===== config.mk =====
export PLATFORM = sky130hd
export DESIGN_NAME = sram_stream_reader
export DESIGN_NICKNAME = d
export VERILOG_FILES = /design/src/rtl/sram_stream_reader.sv
export SDC_FILE = /design/constraint.sdc
export NUM_CORES = 1
export LEC_CHECK = 0
export BUFFER_PORTS_ARGS = -buffer_cell sky130_fd_sc_hd__buf_2
export CAP_MARGIN = 20
export CORE_AREA = 2 2 199 201
export DETAILED_ROUTE_END_ITERATION = 8
export DIE_AREA = 0 0 201 203
export PLACE_DENSITY = 0.52
export SKIP_LAST_GASP = 1
export SYNTH_ARGS = -nofsm -noshare
export SYNTH_HDL_FRONTEND = slang
export SYNTH_SLANG_ARGS = --single-unit

===== constraint.sdc =====
create_clock -name wb_clk_i -period 4 [get_ports wb_clk_i]
set_input_delay 0 -clock wb_clk_i [delete_from_list [all_inputs] [get_ports wb_clk_i]]
set_output_delay 0 -clock wb_clk_i [all_outputs]
set_load 0.1 [all_outputs]

===== src/rtl/sram_stream_reader.sv =====
// -----------------------------------------------------------------------------
// sram_stream_reader
//
// Drains a block of words from one of the ADC sample SRAM banks (read port 1 of
// a 1rw1r macro) and streams them out on a valid/ready interface.
//
// A start command latches bank, first address and word count. Reads are issued
// one per cycle while the output FIFO has room for every word already in flight.
// The SRAM returns data one cycle after the read is issued, and the word is
// written into the FIFO on the edge after that. Credits are therefore counted
// as FIFO occupancy plus the reads still in the SRAM pipeline (0..2).
//
// Handshake: a beat transfers on a rising clock edge where valid_o and ready_i
// are both high; once valid_o is raised, dat_o and valid_o hold steady until
// that beat is taken.
//
// Ports
//   wb_clk_i       clock (also drives the SRAM read-port clock)
//   wb_rst_ni      asynchronous active-low reset
//   start_i        start pulse, sampled only while idle
//   abort_i        cancels a transfer in progress (wins over start_i)
//   bank_i         bank select, latched on start (out of range -> bank 0)
//   start_addr_i   first read address, latched on start
//   count_i        number of words to read, 0 means 2**ADDR_W
//   mem_renb_o     per-bank active-low read enable (csb1)
//   mem_raddr_o    shared read address (addr1)
//   mem0_data_i    dout1 of bank 0
//   mem1_data_i    dout1 of bank 1
//   dat_o          stream data (registered FIFO head)
//   valid_o        stream valid
//   ready_i        stream ready
//   busy_o         transfer in progress
//   done_o         one-cycle pulse after the last beat was accepted
//   state_o        FSM state, for debug and assertion binding
// -----------------------------------------------------------------------------
module sram_stream_reader #(
  parameter int DATA_W     = 32,
  parameter int ADDR_W     = 9,
  parameter int NBANKS     = 2,
  parameter int FIFO_DEPTH = 4
) (
  input  logic              wb_clk_i,
  input  logic              wb_rst_ni,
  input  logic              start_i,
  input  logic              abort_i,
  input  logic              bank_i,
  input  logic [ADDR_W-1:0] start_addr_i,
  input  logic [ADDR_W:0]   count_i,
  output logic [NBANKS-1:0] mem_renb_o,
  output logic [ADDR_W-1:0] mem_raddr_o,
  input  logic [DATA_W-1:0] mem0_data_i,
  input  logic [DATA_W-1:0] mem1_data_i,
  output logic [DATA_W-1:0] dat_o,
  output logic              valid_o,
  input  logic              ready_i,
  output logic              busy_o,
  output logic              done_o,
  output logic [1:0]        state_o
);

  localparam int PTR_W = $clog2(FIFO_DEPTH);
  localparam int CNT_W = PTR_W + 1;

  typedef enum logic [1:0] {
    ST_IDLE  = 2'd0,
    ST_READ  = 2'd1,
    ST_DRAIN = 2'd2
  } state_t;

  // ---------------------------------------------------------------------------
  // State
  // ---------------------------------------------------------------------------
  state_t              state_q, state_d;
  logic                bank_q, bank_d;
  logic [ADDR_W-1:0]   addr_q, addr_d;
  logic [ADDR_W:0]     rem_q, rem_d;
  logic [NBANKS-1:0]   renb_q, renb_d;
  logic [ADDR_W-1:0]   raddr_q, raddr_d;
  logic                iss_q, iss_d;   // read issued last edge, SRAM samples it next edge
  logic                rdv_q, rdv_d;   // SRAM dout valid this cycle, FIFO write next edge
  logic [PTR_W-1:0]    wr_ptr_q, wr_ptr_d;
  logic [PTR_W-1:0]    rd_ptr_q, rd_ptr_d;
  logic [CNT_W-1:0]    cnt_q, cnt_d;
  logic [DATA_W-1:0]   dat_q, dat_d;
  logic                valid_q, valid_d;
  logic                done_q, done_d;
  logic [DATA_W-1:0]   fifo_mem_q [FIFO_DEPTH];

  // ---------------------------------------------------------------------------
  // Combinational helpers
  // ---------------------------------------------------------------------------
  logic                bank_sel;
  logic [ADDR_W:0]     start_words;
  logic [CNT_W:0]      occ;
  logic                credit_ok;
  logic                flush;
  logic                pop;
  logic                fifo_we;
  logic [DATA_W-1:0]   wdata;
  logic                after_pop_empty;
  logic [DATA_W-1:0]   next_head;

  assign bank_sel    = ({31'd0, bank_i} < 32'(NBANKS)) ? bank_i : 1'b0;
  assign start_words = (count_i == '0) ? {1'b1, {ADDR_W{1'b0}}} : count_i;

  // Words the FIFO must be able to take: already stored plus still in flight.
  assign occ       = (CNT_W+1)'(cnt_q) + (CNT_W+1)'(iss_q) + (CNT_W+1)'(rdv_q);
  assign credit_ok = occ < (CNT_W+1)'(FIFO_DEPTH);

  assign flush   = abort_i && (state_q != ST_IDLE);
  assign pop     = valid_q && ready_i;
  assign fifo_we = rdv_q && !flush;
  assign wdata   = bank_q ? mem1_data_i : mem0_data_i;

  // When the FIFO is (or becomes) empty the incoming word goes straight to the
  // head register; otherwise the head is the stored entry at the next read ptr.
  assign after_pop_empty = (cnt_q == '0) || ((cnt_q == CNT_W'(1)) && pop);

  always_comb begin
    next_head = fifo_mem_q[rd_ptr_d];
    if (after_pop_empty) begin
      next_head = wdata;
    end
  end

  // ---------------------------------------------------------------------------
  // Next-state logic: FSM, read issue and FIFO bookkeeping
  // ---------------------------------------------------------------------------
  always_comb begin
    state_d  = state_q;
    bank_d   = bank_q;
    addr_d   = addr_q;
    rem_d    = rem_q;
    renb_d   = '1;
    raddr_d  = raddr_q;
    iss_d    = 1'b0;
    rdv_d    = iss_q;
    done_d   = 1'b0;
    wr_ptr_d = wr_ptr_q + PTR_W'(fifo_we);
    rd_ptr_d = rd_ptr_q + PTR_W'(pop);
    cnt_d    = cnt_q + CNT_W'(fifo_we) - CNT_W'(pop);
    valid_d  = (cnt_d != '0);
    dat_d    = dat_q;
    if (cnt_d != '0) begin
      dat_d = next_head;
    end

    unique case (state_q)
      ST_IDLE: begin
        // The FIFO is empty when idle, so the first read goes out on the
        // same edge that accepts the command.
        if (start_i && !abort_i) begin
          bank_d           = bank_sel;
          renb_d[bank_sel] = 1'b0;
          raddr_d          = start_addr_i;
          iss_d            = 1'b1;
          addr_d           = start_addr_i + ADDR_W'(1);
          rem_d            = start_words - (ADDR_W+1)'(1);
          state_d          = (start_words == (ADDR_W+1)'(1)) ? ST_DRAIN : ST_READ;
        end
      end

      ST_READ: begin
        if (rem_q == '0) begin
          state_d = ST_DRAIN;
        end else if (credit_ok) begin
          renb_d[bank_q] = 1'b0;
          raddr_d        = addr_q;
          iss_d          = 1'b1;
          addr_d         = addr_q + ADDR_W'(1);
          rem_d          = rem_q - (ADDR_W+1)'(1);
          if (rem_q == (ADDR_W+1)'(1)) begin
            state_d = ST_DRAIN;
          end
        end
      end

      ST_DRAIN: begin
        // Last beat: nothing in flight and the only stored word leaves now.
        if (pop && (cnt_q == CNT_W'(1)) && !iss_q && !rdv_q) begin
          state_d = ST_IDLE;
          done_d  = 1'b1;
        end
      end

      default: begin
        state_d = ST_IDLE;
      end
    endcase

    // Abort: drop everything in flight and empty the FIFO.
    if (flush) begin
      state_d  = ST_IDLE;
      renb_d   = '1;
      iss_d    = 1'b0;
      rdv_d    = 1'b0;
      rem_d    = '0;
      done_d   = 1'b0;
      wr_ptr_d = '0;
      rd_ptr_d = '0;
      cnt_d    = '0;
      valid_d  = 1'b0;
      dat_d    = dat_q;
    end
  end

  // ---------------------------------------------------------------------------
  // Registers
  // ---------------------------------------------------------------------------
  always_ff @(posedge wb_clk_i or negedge wb_rst_ni) begin
    if (!wb_rst_ni) begin
      state_q  <= ST_IDLE;
      bank_q   <= 1'b0;
      addr_q   <= '0;
      rem_q    <= '0;
      renb_q   <= '1;
      raddr_q  <= '0;
      iss_q    <= 1'b0;
      rdv_q    <= 1'b0;
      wr_ptr_q <= '0;
      rd_ptr_q <= '0;
      cnt_q    <= '0;
      dat_q    <= '0;
      valid_q  <= 1'b0;
      done_q   <= 1'b0;
    end else begin
      state_q  <= state_d;
      bank_q   <= bank_d;
      addr_q   <= addr_d;
      rem_q    <= rem_d;
      renb_q   <= renb_d;
      raddr_q  <= raddr_d;
      iss_q    <= iss_d;
      rdv_q    <= rdv_d;
      wr_ptr_q <= wr_ptr_d;
      rd_ptr_q <= rd_ptr_d;
      cnt_q    <= cnt_d;
      dat_q    <= dat_d;
      valid_q  <= valid_d;
      done_q   <= done_d;
    end
  end

  // FIFO storage needs no reset: entries are only read after being written.
  always_ff @(posedge wb_clk_i) begin
    if (fifo_we) begin
      fifo_mem_q[wr_ptr_q] <= wdata;
    end
  end

  // ---------------------------------------------------------------------------
  // Outputs
  // ---------------------------------------------------------------------------
  assign mem_renb_o  = renb_q;
  assign mem_raddr_o = raddr_q;
  assign dat_o       = dat_q;
  assign valid_o     = valid_q;
  assign busy_o      = (state_q != ST_IDLE);
  assign done_o      = done_q;
  assign state_o     = state_q;

endmodule


# Word-level counts from Yosys, hierarchy flattened

Memories as Yosys holds them, arrays and structs flattened.
Cells that the tools add are included.

Register bits after elaboration: 76
RAM bits: 128
Input port bits: 89
Output and inout port bits: 48
Word-level logic and storage cells: 122
Memories kept: 1

$add $sub $neg: 10
Magnitude comparators: 5
Eq/ne operators: 14
Muxes and demuxes: 48
Bitwise gates (word level): 3
Reduce and logical (&&, ||, !) cells: 27

Memory list:

| name       | depth | width | rd ports | clocked after Yosys merged registers in | write ports | RTL line | text |
|---|---|---|---|---|---|---|---|
| fifo_mem_q | 4     | 32    | 1        | 0                                       | 1           | 87       | `logic [DATA_W-1:0] fifo_mem_q [FIFO_DEPTH];` |

Operators with widths:

| kind                  | count |
|---|---|
| $mux 32               | 2 |
| $mux 9                | 6 |
| $mux 10               | 5 |
| $pmux 9 s2            | 2 |
| $mux 2                | 13 |
| $eq 10x1->1 const B   | 2 |
| $logic_not 10->1      | 2 |
| $pmux 10 s2           | 1 |
| $sub 10x1->10 const B | 2 |
| $add 9x1->9 const B   | 2 |
| $mux 1                | 13 |
| $ne 3x3->1 const B    | 4 |
| $reduce_and 4->1      | 3 |
| $logic_and 1x1->1     | 9 |
| $ne 4x4->1 const B    | 2 |
| $ne 2x2->1 const B    | 3 |
| $pmux 2 s3            | 1 |
| $reduce_bool 3->1     | 2 |
| $add 2x1->2           | 2 |
| $add 3x1->4           | 1 |
| $add 4x1->4           | 1 |
| $logic_not 1->1       | 4 |
| $lt 1x2->1 const B    | 2 |
| $lt 4x3->1 const B    | 1 |
| other kinds (17)      | 22 |

# Longest topological paths before layout

Depth in word-level cells: 9
Mapped depth: 15
Gate-level depth less buffers: 12

# Worst setup path after synthesis

OpenSTA, ideal clock, no wires.

Kind: reg2reg
Start point: register state_q[1] (netlist: state_o[1])
End point: memory fifo_mem_q[1][0], enable pin
Setup time: 0.468 ns
Data arrival time: 3.983 ns
Required time: 3.532 ns
Slack: -0.451 ns
Cell stages (with the launch flop): 5
Buffers on the path: 1
Period minus slack after synthesis: 4.451 ns
Cells stage by stage: dfrtp_1 > buf_2 > o21ai_1 > nand2_1 > nor3b_1

Longest elaborated chain between the ends: 6

Ends and longest elaborated chain:

| item                         | RTL line | text |
|---|---|---|
| start: declaration           | 73       | `state_t state_q, state_d;` |
| start signal: assignment     | 227      | `state_q <= state_d;` |
| $reduce_bool 2->1            | 110      | `assign flush = abort_i && (state_q != ST_IDLE);` |
| $logic_and 1x1->1            | 110      |  |
| $logic_not 1->1              | 112      | `assign fifo_we = rdv_q && !flush;` |
| $logic_and 1x1->1            | 112      |  |
| $mux 1                       | 246      | `if (fifo_we) begin` |
| $mux 1 (implied by the code) | 247      | `fifo_mem_q[wr_ptr_q] <= wdata;` |
| end: declaration             | 87       |  |

No other way between the ends.

# Final worst setup path

Start point: register state_q[0] (netlist: state_o[0])
End point: register dat_q[11] (netlist: dat_o[11])

Longest elaborated chain between the ends: 8
Elaborated cells between the ends (all ways): 12
Classes of those cells: add/sub (2); mux (2); bitwise (1); reduce/logical (6); memory (1)

Ends and longest elaborated chain:

| item                              | RTL line | text |
|---|---|---|
| $reduce_bool 2->1 (*)             | 110      |  |
| $logic_and 1x1->1 (*)             | 110      |  |
| $logic_not 1->1                   | 112      |  |
| $logic_and 1x1->1                 | 112      |  |
| $add 3x1->3                       | 141      | `cnt_d = cnt_q + CNT_W'(fifo_we) - CNT_W'(pop);` |
| $sub 3x1->3                       | 141      |  |
| $reduce_bool 3->1                 | 144      | `if (cnt_d != '0) begin` |
| $reduce_and 2->1 (no source line) | --       |  |
| end signal: assignment            | 238      | `dat_q <= dat_d;` |
| end: declaration                  | 84       | `logic [DATA_W-1:0] dat_q, dat_d;` |

Every way passes the cells marked *; elsewhere a longest branch is shown, timed or not.
A chain may end at the register's enable or synchronous reset.

==> results.yml <==
place:
  gp_congestion: 0.7876
  place_ws_ns: 0.5158
  dp_hpwl_um: 15730
  portBuffers: 136
critical_path:
  path_buf_inv: 2
  slowest_stage: "nor2b_4"
  r2r_start: "state_o[0]"
  worst_r2r_endpoint: "dat_o[11]"
  r2r_slack_ns: 0.58
  startpoint_type: "flop"
  cpPeakStageDelay_ns: 0.83
  critPathRequiredTime_ns: 4.45
  crit_family: "simple AND/OR/NAND/NOR gates"
  crit_fanout: 32
  worstSetupPathType: "flop to flop"
  arrival_ns: 3.88
  endpoint_kind: "flop"
  startpoint: "state_o[0]"
  cp.depth: 12
  crit_end: "dat_o[11]"
  r2r_cells: 12
  path_cells: "o21ai_1 > nand2_1 > ha_1 > inv_1 > ha_1 > inv_1 > fa_1 > xnor2_1 > nand3b_1 > nand2_2 > nor2b_4 > a211o_1"
global_routing:
  first_global_vias: 7231
  grt.total_usage: 0.1277
  use_met3: 0.02360
  grt_busiest_layer: "met2"
  grt_pass1_wl_um: 41310
  grt_start_max_net_pins: 52
  antenna_found_initial: 0
  grt-ovfl-total: 0
  gr-usage-met1: 0.1722
  grt_util_met2: 0.2158
logic_synthesis:
  synth_xor_area_frac: 0.005514
  yosys.area_share.simple: 0.1204
  ys_seq_elements: 204
  ys_top_cells_by_area: "edfxtp_1 40%, dfrtp_1 19%, mux2_2 4.3%, mux2i_1 3.8%, a211o_1 3.0%"
  ys.flop_type: "edfxtp_1"
  synthTopCellsByCount: "128 x edfxtp_1, 74 x dfrtp_1, 44 x nand2_1"
  yosysMostFrequentCell: "edfxtp_1"
  netlist_instances: 753
  synthAdderAreaFrac: 0.01654
  synth_top_family_by_area: "compound AO/OA/AOI/OAI gates"
  syn_area_um2: 9530
  async_flop_share: 0.3725
  synth_top_area_share: 0.4033
  synth_edf_count: 128
  synth_top_cell_by_area: "edfxtp_1"
  synth-seq-area-share: 0.6031
  synth_fp_nets: 854
  yosys_warnings: 0
  syn_avg_cell_area_um2: 12.66
  synth.mux.area_fraction: 0.08035
  synth-compound-area-share: 0.1394
  synth.distinct_cells: 65
timing:
  finalCritPeriodShare: 0.8562
  clock.fmax_mhz: 292.0
  finalHoldViolations: 0
  rsz0062_at_grt: "false"
  relSlewSlack: 0.3481
  fin_crit_ns: 3.425
  setup_viol: 0
  hold_slack_ns: 0.02821
  worstMarginPinSlew_ns: 0.9778
  setup_ws_ns: 0.5752
  finClkSkew_ns: 0.01530
  maxSlewViolCount: 0
  setup_tns_ns: 0
layout:
  syn_to_final_growth_pct: 30.84
  fill_cells: 3890
  fin_util: 0.3242
  drive_gt1_frac: 0.2444
  final_nets: 1070
floorplanning:
  die_w_um: 201
  core-area_um2: 38470
  start_util: 0.2478
  die_h_um: 203
  rows: 72
  io_pins: 137
  die-area_um2: 40800
routing:
  via_per_inst: 4.665
  wire_per_inst_um: 17.46
  drtIter0Drc: 390
  ant_nets: 0
  dr.pass1.iters: 4
  drc: 0
  via_count: 7021
  routed_wl_um: 26270
cts:
  cts_sinks: 204
  clk_latency_ns: 0.52
  post-cts-setup-buffers: 0
  h-tree-depth: 1
  cts_root_buf: "clkbuf_16"
  cts_max_path_buffers: 3
  cts_buffers: 23
  cts_resized: 0
  cts_tree: "yes"
  clkTransAtPathRegs_ns: 0.06
run:
  cap_violations: 0
pwr:
  peakVddDrop_mv: 0.5248
  p_per_area_nw_per_um2: 888.6
  p_leak_nw: 4.887
status:
  run_status: "finished clean"
min_path:
  hp-class: "primary input to flop"
==> cell families after synthesis <==
| group | count (synthesis) |
|---|---|
| flip-flops | 204 |
| AND/OR/NAND/NOR | 206 |
| buffers and inverters | 73 |
| multiplexers | 72 |
| AO/OA/AOI/OAI | 180 |
| XOR/XNOR | 6 |
| adder cells (fa/ha/maj) | 12 |
==> routing by layer <==
metal  vias to the layer above  wire length (µm)  part of all wire
li1                       3348                 -                 -
met1                      3483             12280              0.47
met2                       161             12400              0.47
met3                        29              1184             0.045
met4                         0               405             0.015
met5                         -                 0                 0
==> power breakdown <==
group	switching, W	internal (W)
clock network	0.000845	0.00125
logic	0.00393	0.00176
registers	0.000401	0.00289
==> flip-flops by register name (all words and copies together) (netlist names) <==
register     cells
done_o           1
rem_q           10
state_o          2
mem_renb_o       2
fifo_mem_q     128
bank_q           1
rd_ptr_q         2
cnt_q            3
mem_raddr_o      9
valid_o          1
iss_q            1
wr_ptr_q         2
addr_q           9
dat_o           32
rdv_q            1
==> cell type report <==
type	instances	area, µm²	area share
inverter	20	75.07	0.006020
multi-input combinational	476	3507	0.2813
timing repair buffer	244	1734	0.1391
clock buffer	30	631.9	0.05067
sequential	204	5749	0.4611
antenna	1	2.502	0.0002007
tap	518	648.1	0.05198
clock inverter	12	121.4	0.009733
==> worst min path at each step <==
stage / from / cells after the start / end
floorplan: wb_rst_ni / 0 / addr_q[0]
global placement: wb_rst_ni / 1 / mem_raddr_o[8]
detailed placement: wb_rst_ni / 1 / mem_raddr_o[8]
CTS: mem0_data_i[4] / 4 / dat_o[4]
global route: count_i[8] / 4 / rem_q[8]
finish: count_i[8] / 4 / rem_q[8]
==> per-stage QoR <==
| step | instances | instance area, µm² | power [W] |
|---|---|---|---|
| after CTS | 1504 | 12470 | 0.01122 |
| after detailed placement | 1371 | 10800 | 0.008887 |
| final | 1505 | 12470 | 0.01108 |
| after floorplan | 753 | 9545 | 0.007567 |
| after global routing | 1504 | 12470 | 0.01179 |
| after global placement | 1371 | 10800 | 0.008824 |
==> layout by cell type (no fill, tap or decap), drive strengths merged, types with 6 or more instances in the layout <==
cell,count
o221ai,31
nand2,44
o22ai,6
a211o,33
and3,8
dfrtp,74
a32o,6
clkbuf,30
buf,153
a21oi,8
a31oi,8
nor2,23
nand3,10
clkinv,9
mux2i,36
and2,35
mux2,36
a211oi,6
o21ai,43
nor3b,36
nor3,26
ha,11
inv,21
edfxtp,128
dlygate4sd3,91
==> tightest hold or removal path, stage by stage <==
cell     delay, ns
buf_2         0.12
xnor2_1       0.08
o22ai_1       0.15
a22o_1        0.14
==> what timing repair did <==
action | 4_1_cts | 5_1_grt
hold buffers | 91 | 0
endpoints found under the setup margin | 0 | 0
hold endpoints to repair | 207 | 0
No activity file was read; power rests on OpenSTA's default activity.
